[src/rtl/dram_bitsel_bank_if.sv]
// Bus bundle for dram_bitsel_bank.
// master: drives address, write data, bit select, write enable and clear
//         request; observes read data and sweep/status flags.
// slave:  the RAM bank itself.
// Widths: addr is clog2(DEPTH), din/dout are WIDTH, wsel is max(1,clog2(WIDTH)).
interface dram_bitsel_bank_if #(
  parameter int DEPTH = 64,
  parameter int WIDTH = 8
);
  localparam int AW = $clog2(DEPTH);
  localparam int SW = (WIDTH > 1) ? $clog2(WIDTH) : 1;

  logic [AW-1:0]    addr;
  logic [WIDTH-1:0] din;
  logic [SW-1:0]    wsel;
  logic             we;
  logic             clr_req;
  logic [WIDTH-1:0] dout;
  logic             busy;
  logic             wr_drop;
  logic             clr_done;

  modport master (
    output addr, din, wsel, we, clr_req,
    input  dout, busy, wr_drop, clr_done
  );

  modport slave (
    input  addr, din, wsel, we, clr_req,
    output dout, busy, wr_drop, clr_done
  );
endinterface

[src/rtl/dram_bitsel_bank.sv]
// Parametrised distributed-RAM bank with full-word or single-bit writes and a
// built-in clear sequencer that sweeps FILL into every word.
// Ports:
//   clk  - write/sequencer clock
//   rst  - asynchronous, active-high reset (array contents are not reset)
//   bus  - slave side of dram_bitsel_bank_if (addr, din, wsel, we, clr_req in;
//          dout, busy, wr_drop, clr_done out)
//
// state   | meaning
// --------+-----------------------------------------------------------
// S_IDLE  | user writes accepted, clr_req starts a sweep
// S_CLEAR | ptr walks 0..DEPTH-1 writing FILL, user writes rejected
module dram_bitsel_bank #(
  parameter int               DEPTH        = 64,
  parameter int               WIDTH        = 8,
  parameter int               BITSEL       = 1,
  parameter int               OUT_REG      = 0,
  parameter logic [WIDTH-1:0] FILL         = '0,
  parameter int               CLR_ON_RESET = 1
) (
  input logic               clk,
  input logic               rst,
  dram_bitsel_bank_if.slave bus
);
  localparam int AW = $clog2(DEPTH);
  localparam int SW = (WIDTH > 1) ? $clog2(WIDTH) : 1;

  typedef enum logic {S_IDLE = 1'b0, S_CLEAR = 1'b1} state_t;
  localparam state_t RST_STATE = (CLR_ON_RESET != 0) ? S_CLEAR : S_IDLE;

  logic [WIDTH-1:0] mem_q [DEPTH];
  state_t           state_q, state_d;
  logic [AW-1:0]    ptr_q, ptr_d;
  logic             wr_drop_q, wr_drop_d;
  logic             sweep_last, wsel_ok, user_wr;
  logic [WIDTH-1:0] rdata, bmask, wdata;

  assign rdata      = mem_q[bus.addr];
  assign sweep_last = (state_q == S_CLEAR) && (ptr_q == AW'(DEPTH - 1));

  // Select values past the top bit only exist for non-power-of-two widths.
  assign wsel_ok = (BITSEL == 0) || ({1'b0, bus.wsel} < (SW + 1)'(WIDTH));
  assign user_wr = (state_q == S_IDLE) && bus.we && wsel_ok;

  // Single-bit write is a read-modify-write of the addressed word.
  assign bmask = WIDTH'(1) << bus.wsel;
  assign wdata = (BITSEL != 0) ? ((rdata & ~bmask) | ({WIDTH{bus.din[0]}} & bmask))
                               : bus.din;

  always_comb begin
    state_d   = state_q;
    ptr_d     = ptr_q;
    wr_drop_d = bus.we && !user_wr;
    case (state_q)
      S_IDLE: begin
        if (bus.clr_req) begin
          state_d = S_CLEAR;
          ptr_d   = '0;
        end
      end
      S_CLEAR: begin
        if (sweep_last) begin
          state_d = S_IDLE;
          ptr_d   = '0;
        end else begin
          ptr_d = ptr_q + AW'(1);
        end
      end
      default: state_d = S_IDLE;
    endcase
  end

  always_ff @(posedge clk or posedge rst) begin
    if (rst) begin
      state_q   <= RST_STATE;
      ptr_q     <= '0;
      wr_drop_q <= 1'b0;
    end else begin
      state_q   <= state_d;
      ptr_q     <= ptr_d;
      wr_drop_q <= wr_drop_d;
    end
  end

  always_ff @(posedge clk) begin
    if (state_q == S_CLEAR) begin
      mem_q[ptr_q] <= FILL;
    end else if (user_wr) begin
      mem_q[bus.addr] <= wdata;
    end
  end

  assign bus.busy     = (state_q == S_CLEAR);
  assign bus.clr_done = sweep_last;
  assign bus.wr_drop  = wr_drop_q;

  generate
    if (OUT_REG != 0) begin : g_oreg
      logic [WIDTH-1:0] dout_q;
      // Samples the array before this edge's write lands (read-first).
      always_ff @(posedge clk or posedge rst) begin
        if (rst) dout_q <= '0;
        else     dout_q <= rdata;
      end
      assign bus.dout = dout_q;
    end else begin : g_comb
      assign bus.dout = rdata;
    end
  endgenerate
endmodule

[src/flat_wrapper.sv]
// flat-port wrapper written by rule: the top's interface ports become plain ports
module dram_bitsel_bank_flat 
#(
  parameter int               DEPTH        = 64,
  parameter int               WIDTH        = 8,
  parameter int               BITSEL       = 1,
  parameter int               OUT_REG      = 0,
  parameter logic [WIDTH-1:0] FILL         = '0,
  parameter int               CLR_ON_RESET = 1
)
  (clk, rst, bus_addr, bus_din, bus_wsel, bus_we, bus_clr_req, bus_dout, bus_busy, bus_wr_drop, bus_clr_done);
  dram_bitsel_bank_if #(.DEPTH(DEPTH), .WIDTH(WIDTH)) bus_i ();
  input logic clk;
  input logic rst;
  input wire logic [$bits(bus_i.addr)-1:0] bus_addr;
  input wire logic [$bits(bus_i.din)-1:0] bus_din;
  input wire logic [$bits(bus_i.wsel)-1:0] bus_wsel;
  input wire logic [$bits(bus_i.we)-1:0] bus_we;
  input wire logic [$bits(bus_i.clr_req)-1:0] bus_clr_req;
  output wire logic [$bits(bus_i.dout)-1:0] bus_dout;
  output wire logic [$bits(bus_i.busy)-1:0] bus_busy;
  output wire logic [$bits(bus_i.wr_drop)-1:0] bus_wr_drop;
  output wire logic [$bits(bus_i.clr_done)-1:0] bus_clr_done;
  assign bus_i.addr = bus_addr;
  assign bus_i.din = bus_din;
  assign bus_i.wsel = bus_wsel;
  assign bus_i.we = bus_we;
  assign bus_i.clr_req = bus_clr_req;
  assign bus_dout = bus_i.dout;
  assign bus_busy = bus_i.busy;
  assign bus_wr_drop = bus_i.wr_drop;
  assign bus_clr_done = bus_i.clr_done;
  dram_bitsel_bank #(.DEPTH(DEPTH), .WIDTH(WIDTH), .BITSEL(BITSEL), .OUT_REG(OUT_REG), .FILL(FILL), .CLR_ON_RESET(CLR_ON_RESET)) u_core (.clk(clk), .rst(rst), .bus(bus_i));
endmodule
[config.mk]
export PLATFORM = sky130hd
export DESIGN_NAME = dram_bitsel_bank_flat
export DESIGN_NICKNAME = d
export VERILOG_FILES = /design/src/rtl/dram_bitsel_bank_if.sv /design/src/rtl/dram_bitsel_bank.sv /design/src/flat_wrapper.sv
export SDC_FILE = /design/constraint.sdc
export NUM_CORES = 1
export LEC_CHECK = 0
export BUFFER_PORTS_ARGS = -buffer_cell sky130_fd_sc_hd__buf_2
export CAP_MARGIN = 20
export CORE_MARGIN = 2
export CORE_UTILIZATION = 35
export CTS_CLUSTER_DIAMETER = 150
export DETAILED_ROUTE_END_ITERATION = 6
export GPL_TIMING_DRIVEN = 1
export SLEW_MARGIN = 30
export SYNTH_ARGS = -nofsm -noshare
export SYNTH_HDL_FRONTEND = slang
export SYNTH_SLANG_ARGS = --single-unit
export TNS_END_PERCENT = 5
[constraint.sdc]
create_clock -name clk -period 7.4 [get_ports clk]
set_input_delay 1.48 -clock clk [delete_from_list [all_inputs] [get_ports clk]]
set_output_delay 1.48 -clock clk [all_outputs]
set_load 0.02 [all_outputs]
* After elaboration in Yosys (flattened, before gate mapping) *
Memories as Yosys holds them, arrays and structs flattened.
Cells that the tools add are included.

operators by class
  multiply operators = 0
  div/mod/pow operators = 0
  bitwise logic cells = 5
  reduce and logical (&&, ||, !) cells = 5
  equality and inequality tests = 2
  $add $sub $neg = 1
  shift operators = 1
  mux-type cells = 14
  $lt $le $gt $ge = 0

operators with widths
  kind                                                                count
  6-bit two-way mux                                                   3
  8-bit bitwise AND                                                   2
  6-bit one-hot mux with 2 select lines                               1
  1-bit two-way mux                                                   8
  8-bit two-way mux                                                   1
  8-bit NOT                                                           1
  8-bit bitwise OR                                                    1
  8-bit OR reduction                                                  1
  1-bit by 3-bit << shifter with 8-bit output (first input constant)  1
  6-bit by 1-bit adder with 6-bit output (second input constant)      1
  6-bit == test (second input constant)                               1
  1-bit logical AND                                                   3
  2-bit != test (second input constant)                               1
  1-bit one-hot mux with 2 select lines                               1
  1-bit logical NOT                                                   1
  1-bit NOT                                                           1

word-level totals
  bits in latches = 0
  memory bits (writable) = 512
  logic and storage cells = 32
  output and inout port bits = 11
  ROM bits = 0
  register bits after elaboration = 8
  input port bits = 21
  memories = 1

memories
  name          depth  width  read ports  clocked after memory_dff  write ports  RTL line                RTL
  u_core.mem_q  64     8      1           0                         1            dram_bitsel_bank.sv:31  logic [WIDTH-1:0] mem_q [DEPTH];

* Longest topological paths before layout *
Gate-level depths: netlist of the first run.

  word-level depth = 7
  depth in mapped cells = 11
  depth with buffers taken out = 6

* Worst setup path after synthesis of the first run *
Ideal clock, no wire load.

  path kind = input port to flip-flop
  start = input port bus_addr[0]
  end = memory u_core.mem_q[0][0], data pin
  library setup time = 0.681 ns
  data arrival time = 5.375 ns
  path slack = 1.345 ns
  cell stages on the path = 10
  data required time = 6.719 ns
  path buffers = 4
  cells stage by stage = buf_6 > buf_12 > buf_8 > buf_6 > mux2i_1 > a22oi_1 > a21oi_1 > a2111oi_2 > a221oi_1 > nor3_1

on the way
  cells in the longest elaborated chain, start to end = 4

ends and longest elaborated chain
  element                             RTL line                RTL
  from (decl)                         flat_wrapper.sv:15      input wire logic [$bits(bus_i.addr)-1:0] bus_addr;
  memory read 64 x 8 bit              -
  8-bit bitwise AND                   dram_bitsel_bank.sv:47  assign wdata = (BITSEL != 0) ? ((rdata & ~bmask) | ({WIDTH{bus.din[0]}} & bmask))
  8-bit bitwise OR                    dram_bitsel_bank.sv:47
  8-bit two-way mux (no source line)  -
  to (decl)                           dram_bitsel_bank.sv:31

No other way between the ends.

* Worst setup path in the final report of the first run *
  start = input port bus_addr[2]
  end = output port bus_dout[3]

on the way
  cells in the longest elaborated chain, start to end = 1

ends and longest elaborated chain
  element                 RTL line            RTL
  memory read 64 x 8 bit  -
  to (decl)               flat_wrapper.sv:20  output wire logic [$bits(bus_i.dout)-1:0] bus_dout;

No other way between the ends.

==> summary.txt, run 1 <==
Floorplan
  – Core area: 0.0591 mm2
  – Io pins: 32
  – Initial cell density of the core: 35.5%
  – Die span in x: 249 um
  – Chip Height: 249 um
  – Die Footprint: 0.0619 mm2
  – Site Rows: 89

Pwr
  – Clk pwr share: 37.8%
  – Power Total: 0.00674 W
  – P_int: 0.00510 W
  – P per Cell Area: 286 mW/mm2
  – LEAKAGE: 7.77 nW
  – Seq pwr share: 51.6%
  – Switching share of power: 24.4%
  – Psw: 0.00164 W
  – Combinational share of power: 10.6%
  – Peak supply drop: 0.200 mV

Clock network
  – CTS tree: built
  – H-tree depth: 2
  – Cts hold-fix bufs: 0
  – CTS Root Cell: clkbuf_16
  – Postcts setup bufs: 0
  – CTS clk-pin slew, worst paths: 0.06 ns
  – Longest Clk Path Bufs: 3
  – CTS buffer count: 52
  – Post-cts sizing count: 0
  – Skew-Pair Late Insertion Delay: 0.59 ns
  – CTS Sinks: 520

Job
  – Max capacitance violation total: 0

Layout
  – Nets: 1139
  – Fraction of final layout cells with drive strength greater than 1: 21.8%
  – Non-filler cells, final: 1932
  – Area growth, synth to finish: 12.1%

STA
  – F_max: 0.168 GHz
  – Hold Slack: 0.617 ns
  – Tightest Pin Transition: 1.05 ns
  – Finish-stage setup viols: 0
  – Final Hold Fails: 0
  – Slew HR: 29.4%
  – Min Clock Period, post-route: 5.96 ns
  – Final setup TNS: 0 ns
  – RSZ-0062 raised after global routing: no
  – Fin crit share: 80.6%
  – Final count of pins violating max slew: 0
  – Clk_skew: 0.0228 ns

Route
  – Detail Route Antenna Nets: 0
  – Total Wirelength: 49.0 mm
  – DRC Markers: 0
  – DR pass1 iterations: 6
  – Via-to-Cell Ratio: 5.42
  – DR vias: 10500
  – Starting DRT DRC Count: 1172
  – WL/cell: 25.4 um

Worst setup path
  – Crit-path cells: buf_4 > buf_4 > mux4_2 > mux4_2 > nor2_1 > o41ai_1 > buf_2
  – Slowest CP cell: o41ai_1
  – WP data arrival: 4.48 ns
  – Critical path type: input pin to output pin
  – Critical Path Source Type: input pin
  – CP max stage delay: 0.93 ns
  – Worst setup EP type: output pin
  – Crit-path max FO: 47
  – CP Data Required Time: 5.92 ns

Logic synthesis
  – Mapped Area: 0.0210 mm2
  – Main combinational cell family by area after synthesis: multiplexers
  – Synthesized-area fraction occupied by adder cells: 0.0596%
  – Async S/R FF share, synth: 1.54%
  – Synth Flop Type: edfxtp_1
  – Synth warn: 0
  – Largest cells by area after synthesis: edfxtp_1 73%, mux4_2 9.9%, mux2i_1 3.0%
  – Yosys cell types: 59
  – Most common cell in the synthesized netlist: edfxtp_1
  – Syn_area_per_cell: 19.5 um2
  – Synthesized netlist net count: 1100
  – Post-synthesis sequential area ratio: 74.2%
  – Post-synth EDFFs: 512
  – Cell accounting for the most synthesized area: edfxtp_1
  – Fraction of the mapped netlist area in compound gates: 3.83%
  – Synth Instances: 1078
  – Area share of the largest cell type after synthesis: 73.3%
  – Flops & latches, synth: 520
  – Multiplexer area fraction after synthesis: 15.7%
  – Commonest cells post-synth: 512 x edfxtp_1, 92 x mux4_2, 83 x nor2_1
  – Post-synthesis xor/xnor area fraction: 0.0417%
  – Simple logic cell fraction of the synthesized area: 4.00%

Global route
  – Pin count of the biggest net entering global routing: 67
  – Global-route wire length before repair: 72.1 mm
  – Grt ovf: 0
  – Initial antenna violation count: 4
  – Global Route Usage Sum: 15.8%
  – Vias in the first global route: 10800

Place
  – Post-DP HPWL: 30.3 mm
  – Cells after DPL: 1836
  – Placer congestion estimate: 0.858
  – PortBufs: 24

Min path
  – Tightest Hold Check Type: flop to flop

Status
  – Outcome: complete, no violations
==> power by group through the flow <==
stage	Combinational (W)	Sequential, W	Clock [W]
final	0.000715	0.00348	0.00255
after global routing	0.000767	0.00349	0.00270
after CTS	0.000715	0.00348	0.00258
after detailed placement	0.000714	0.00354	0
after global placement	0.000706	0.00353	0
after floorplan	0.000473	0.00350	0
==> critical path: cells and delay by family <==
family / cells / cell delay, ns
buf+inv: 3 / 1.42
compound gates: 1 / 0.93
mux: 2 / 0.56
simple gates: 1 / 0.05
==> routing by layer <==
layer  global-route usage [%]  wire [um]  vias up
met2                     25.1      23100      365
met5                        0         41        -
li1                         -          -     4485
met3                     3.09       3450       72
met1                     22.2      21400     5540
met4                     4.23       1040        6
==> metrics by stage <==
stage	cell area, um2	setup WS (ns)	utilization (%)
after floorplan	21000	1.34	-
after global placement	21800	1.41	36.9
after detailed placement	21900	1.44	37.0
after CTS	23500	1.45	39.8
after global routing	23500	1.36	39.8
final	23500	1.44	39.8
==> cell type report <==
class	instances	area, um2
inverter	4	15.0
tap	773	967
fill	5294	35600
sequential	520	15600
timing repair buffer	44	307
antenna	1	2.50
clock inverter	35	283
multi-input combinational	495	5020
clock buffer	60	1350
==> logic make-up after synthesis <==
group                      count (synthesis)
and+or+nand+nor                          192
xor gates and xnor gates                   1
muxes                                    189
buffers and inverters                     63
DFF                                      520
AOI/OAI and AO/OA                        112
adders and majority gates                  1
==> worst paths after layout <==
kind                                      start             endpoint  slack [ns]  cells after the start
worst max-delay path                bus_addr[2]          bus_dout[3]        1.44                      7
worst min-delay path            u_core.ptr_q[5]      u_core.ptr_q[5]        0.62                      1
worst max register to register  u_core.bus.busy  u_core.mem_q[61][5]        4.11                      6
worst min register to register  u_core.ptr_q[5]      u_core.ptr_q[5]        0.62                      1
max in group asynchronous                   rst      u_core.bus.busy        6.20                      2
min in group asynchronous                   rst      u_core.ptr_q[5]        0.87                      2
==> registers in the layout (all words and copies together) (netlist names) <==
name                flops
u_core.ptr_q            6
u_core.mem_q          512
u_core.bus.busy         1
u_core.bus.wr_drop      1
==> cells in the final DEF (no fill, tap or decap), drive strengths merged, types with 4 or more instances in the layout <==
cell type / netlist / routed
a31oi: 4 / 4
mux2: 21 / 21
nor2b: 13 / 13
nand3b: 5 / 5
mux2i: 62 / 62
a211oi: 7 / 7
nand2: 56 / 56
a22oi: 12 / 12
a21o: 4 / 4
nand3: 8 / 8
mux4: 106 / 106
o221ai: 7 / 7
clkbuf: 18 / 60
and2: 5 / 5
o21ai: 25 / 25
nor3: 8 / 8
a21oi: 14 / 14
bufinv: 0 / 5
edfxtp: 512 / 512
nor2: 83 / 83
clkinv: 1 / 30
dfrtp: 7 / 7
buf: 41 / 44
nand2b: 7 / 7
a221oi: 9 / 9
(Power assumes the default switching activity.)
==> run 2, diff against run 1 <==
==> constraint.sdc (replaced) <==
create_clock -name clk -period 4.77 [get_ports clk]
set_input_delay 0.954 -clock clk [delete_from_list [all_inputs] [get_ports clk]]
set_output_delay 0.954 -clock clk [all_outputs]
set_load 0.02 [all_outputs]
==> run 2 against run 1 <==
Critical endpoint unchanged. Critical path depth down 1. Sequential share of layout area decreased by 1.7 points. Utilization rose by 1.1 points. Critical path type unchanged. Highest routed layer unchanged. Clock-buffer cell count increased by 4. Hold slack worse by 0.31 ns.
==> summary.txt, run 2 (synthesized netlist as in run 1, its figures left out) <==
Layout
  – Most frequent cells in the layout: 512 x edfxtp_1, 102 x buf_4, 92 x mux4_2
  – Most flops, register: u_core.mem_q
  – Top Registers: u_core.mem_q: 512 flops, u_core.ptr_q: 6 flops
  – Design area: 0.0242 mm2
  – Fraction of final layout cells with drive strength greater than 1: 26.6%
  – Diode count: 0
  – Leading cell type in the layout, fill and taps excluded: edfxtp_1
  – Area growth, synth to finish: 15.1%
  – Nets: 1227
  – Max FFs per register: 512
  – Post-layout util: 40.9%

Floorplan
  – Die Footprint: 0.0619 mm2
  – Initial cell density of the core: 35.5%
  – Site Rows: 89
  – Io pins: 32
  – Core area: 0.0591 mm2
  – Chip Height: 249 um
  – Die span in x: 249 um

Worst setup path
  – WP data arrival: 3.56 ns
  – Crit-path max FO: 30
  – CP Data Required Time: 3.82 ns
  – Critical Path Source Type: input pin
  – Critical path type: input pin to output pin
  – Worst setup EP type: output pin
  – Worst reg2reg path depth: 6

Clock network
  – CTS Sinks: 520
  – CTS clk-pin slew, worst paths: 0.06 ns
  – CTS tree: built
  – Skew-Pair Late Insertion Delay: 0.59 ns
  – Post-cts sizing count: 0
  – Longest Clk Path Bufs: 3
  – CTS buffer count: 51
  – Postcts setup bufs: 0
  – CTS Root Cell: clkbuf_16
  – Cts hold-fix bufs: 0
  – H-tree depth: 2

Min path
  – Tightest Hold Check Type: input pin to asynchronous set/reset pin

Place
  – Placement Cell Area: 0.0226 mm2
  – PortBufs: 24
  – Placer congestion estimate: 0.880
  – Post-DP HPWL: 31.8 mm

Pwr
  – Psw: 0.00249 W
  – P_int: 0.00790 W
  – Seq pwr share: 51.9%
  – LEAKAGE: 8.20 nW
  – Power Total: 0.0104 W
  – Peak supply drop: 0.268 mV
  – Clk pwr share: 36.7%
  – Switching share of power: 24.0%
  – Combinational share of power: 11.4%
  – P per Cell Area: 430 mW/mm2

Route
  – WL/cell: 24.2 um
  – Via-to-Cell Ratio: 5.27
  – Starting DRT DRC Count: 1056
  – DR pass1 iterations: 5
  – DRC Markers: 0
  – DR vias: 10600
  – Detail Route Antenna Nets: 0
  – Total Wirelength: 48.6 mm

Global route
  – Vias in the first global route: 10700
  – Grt ovf: 0
  – Global-route wire length before repair: 71.6 mm
  – Global Route Usage Sum: 15.7%
  – Pin count of the biggest net entering global routing: 53
  – Initial antenna violation count: 2

STA
  – Tightest Pin Transition: 0.977 ns
  – RSZ-0062 raised after global routing: no
  – Fin crit share: 94.7%
  – Finish-stage setup viols: 0
  – F_max: 0.221 GHz
  – Slew HR: 34.0%
  – Clk_skew: 0.0178 ns
  – Final setup TNS: 0 ns
  – Min Clock Period, post-route: 4.52 ns
  – Final Hold Fails: 0
  – Final count of pins violating max slew: 0

Status
  – Outcome: complete, no violations

Job
  – Max capacitance violation total: 0
-- run 2: cell count changes in the layout (fill, tap and decap cells not counted), sizes merged --
cell | previous run | this run
clkbuf | 60 | 64
bufinv | 5 | 3
buf | 44 | 133
diode | 1 | 0
clkinv | 30 | 16
-- run 2: area by class of cell --
type / count / area, um2
clock buffers: 64 / 1400
well taps: 773 / 967
repair buffers: 133 / 1050
flip-flops and latches: 520 / 15600
fillers: 5192 / 35000
clock inverters: 19 / 161
inverters: 4 / 15.0
multi-input cells: 495 / 4990
-- run 2: worst max-delay path, stage by stage --
cell,delay (ns)
buf_4,0.47
buf_4,0.45
mux4_2,0.29
a211oi_1,0.13
o41ai_1,0.91
buf_2,0.31
-- run 2: worst paths after layout --
kind	start	to	slack (ns)
setup / recovery	bus_addr[1]	bus_dout[3]	0.25
hold / removal	rst	u_core.ptr_q[0]	0.31
setup reg to reg	u_core.bus.busy	u_core.mem_q[13][2]	1.65
hold reg to reg	u_core.bus.busy	u_core.ptr_q[1]	0.62
max in group asynchronous	rst	u_core.bus.busy	4.17
min in group clk	bus_clr_req	u_core.ptr_q[4]	0.61
-- run 2: power by group through the flow --
stage | Clock (W) | Combinational (W) | Sequential [W]
finish | 0.00381 | 0.00118 | 0.00539
global route | 0.00408 | 0.00127 | 0.00541
CTS | 0.00391 | 0.00119 | 0.00539
detailed placement | 0 | 0.00119 | 0.00549
global placement | 0 | 0.00118 | 0.00547
floorplan | 0 | 0.000735 | 0.00544
-- run 2: per-layer routing --
| layer | part of all wire (%) | global-route usage, % | vias to the layer above |
|---|---|---|---|
| met5 | 0.056 | 0 | - |
| met4 | 2.9 | 5.90 | 4 |
| met3 | 6.4 | 3.69 | 90 |
| met2 | 47 | 24.6 | 321 |
| met1 | 44 | 21.3 | 5517 |
| li1 | - | - | 4649 |
-- run 2: metrics by stage --
stage	hold WS, ns	std cells	setup WS [ns]
4_1_cts	0.285	2007	0.301
2_1_floorplan	0.521	1078	0.476
5_1_grt	0.318	2008	0.0924
3_5_place_dp	0.611	1924	0.301
3_3_place_gp	0.605	1924	0.317
6_report	0.308	2008	0.252
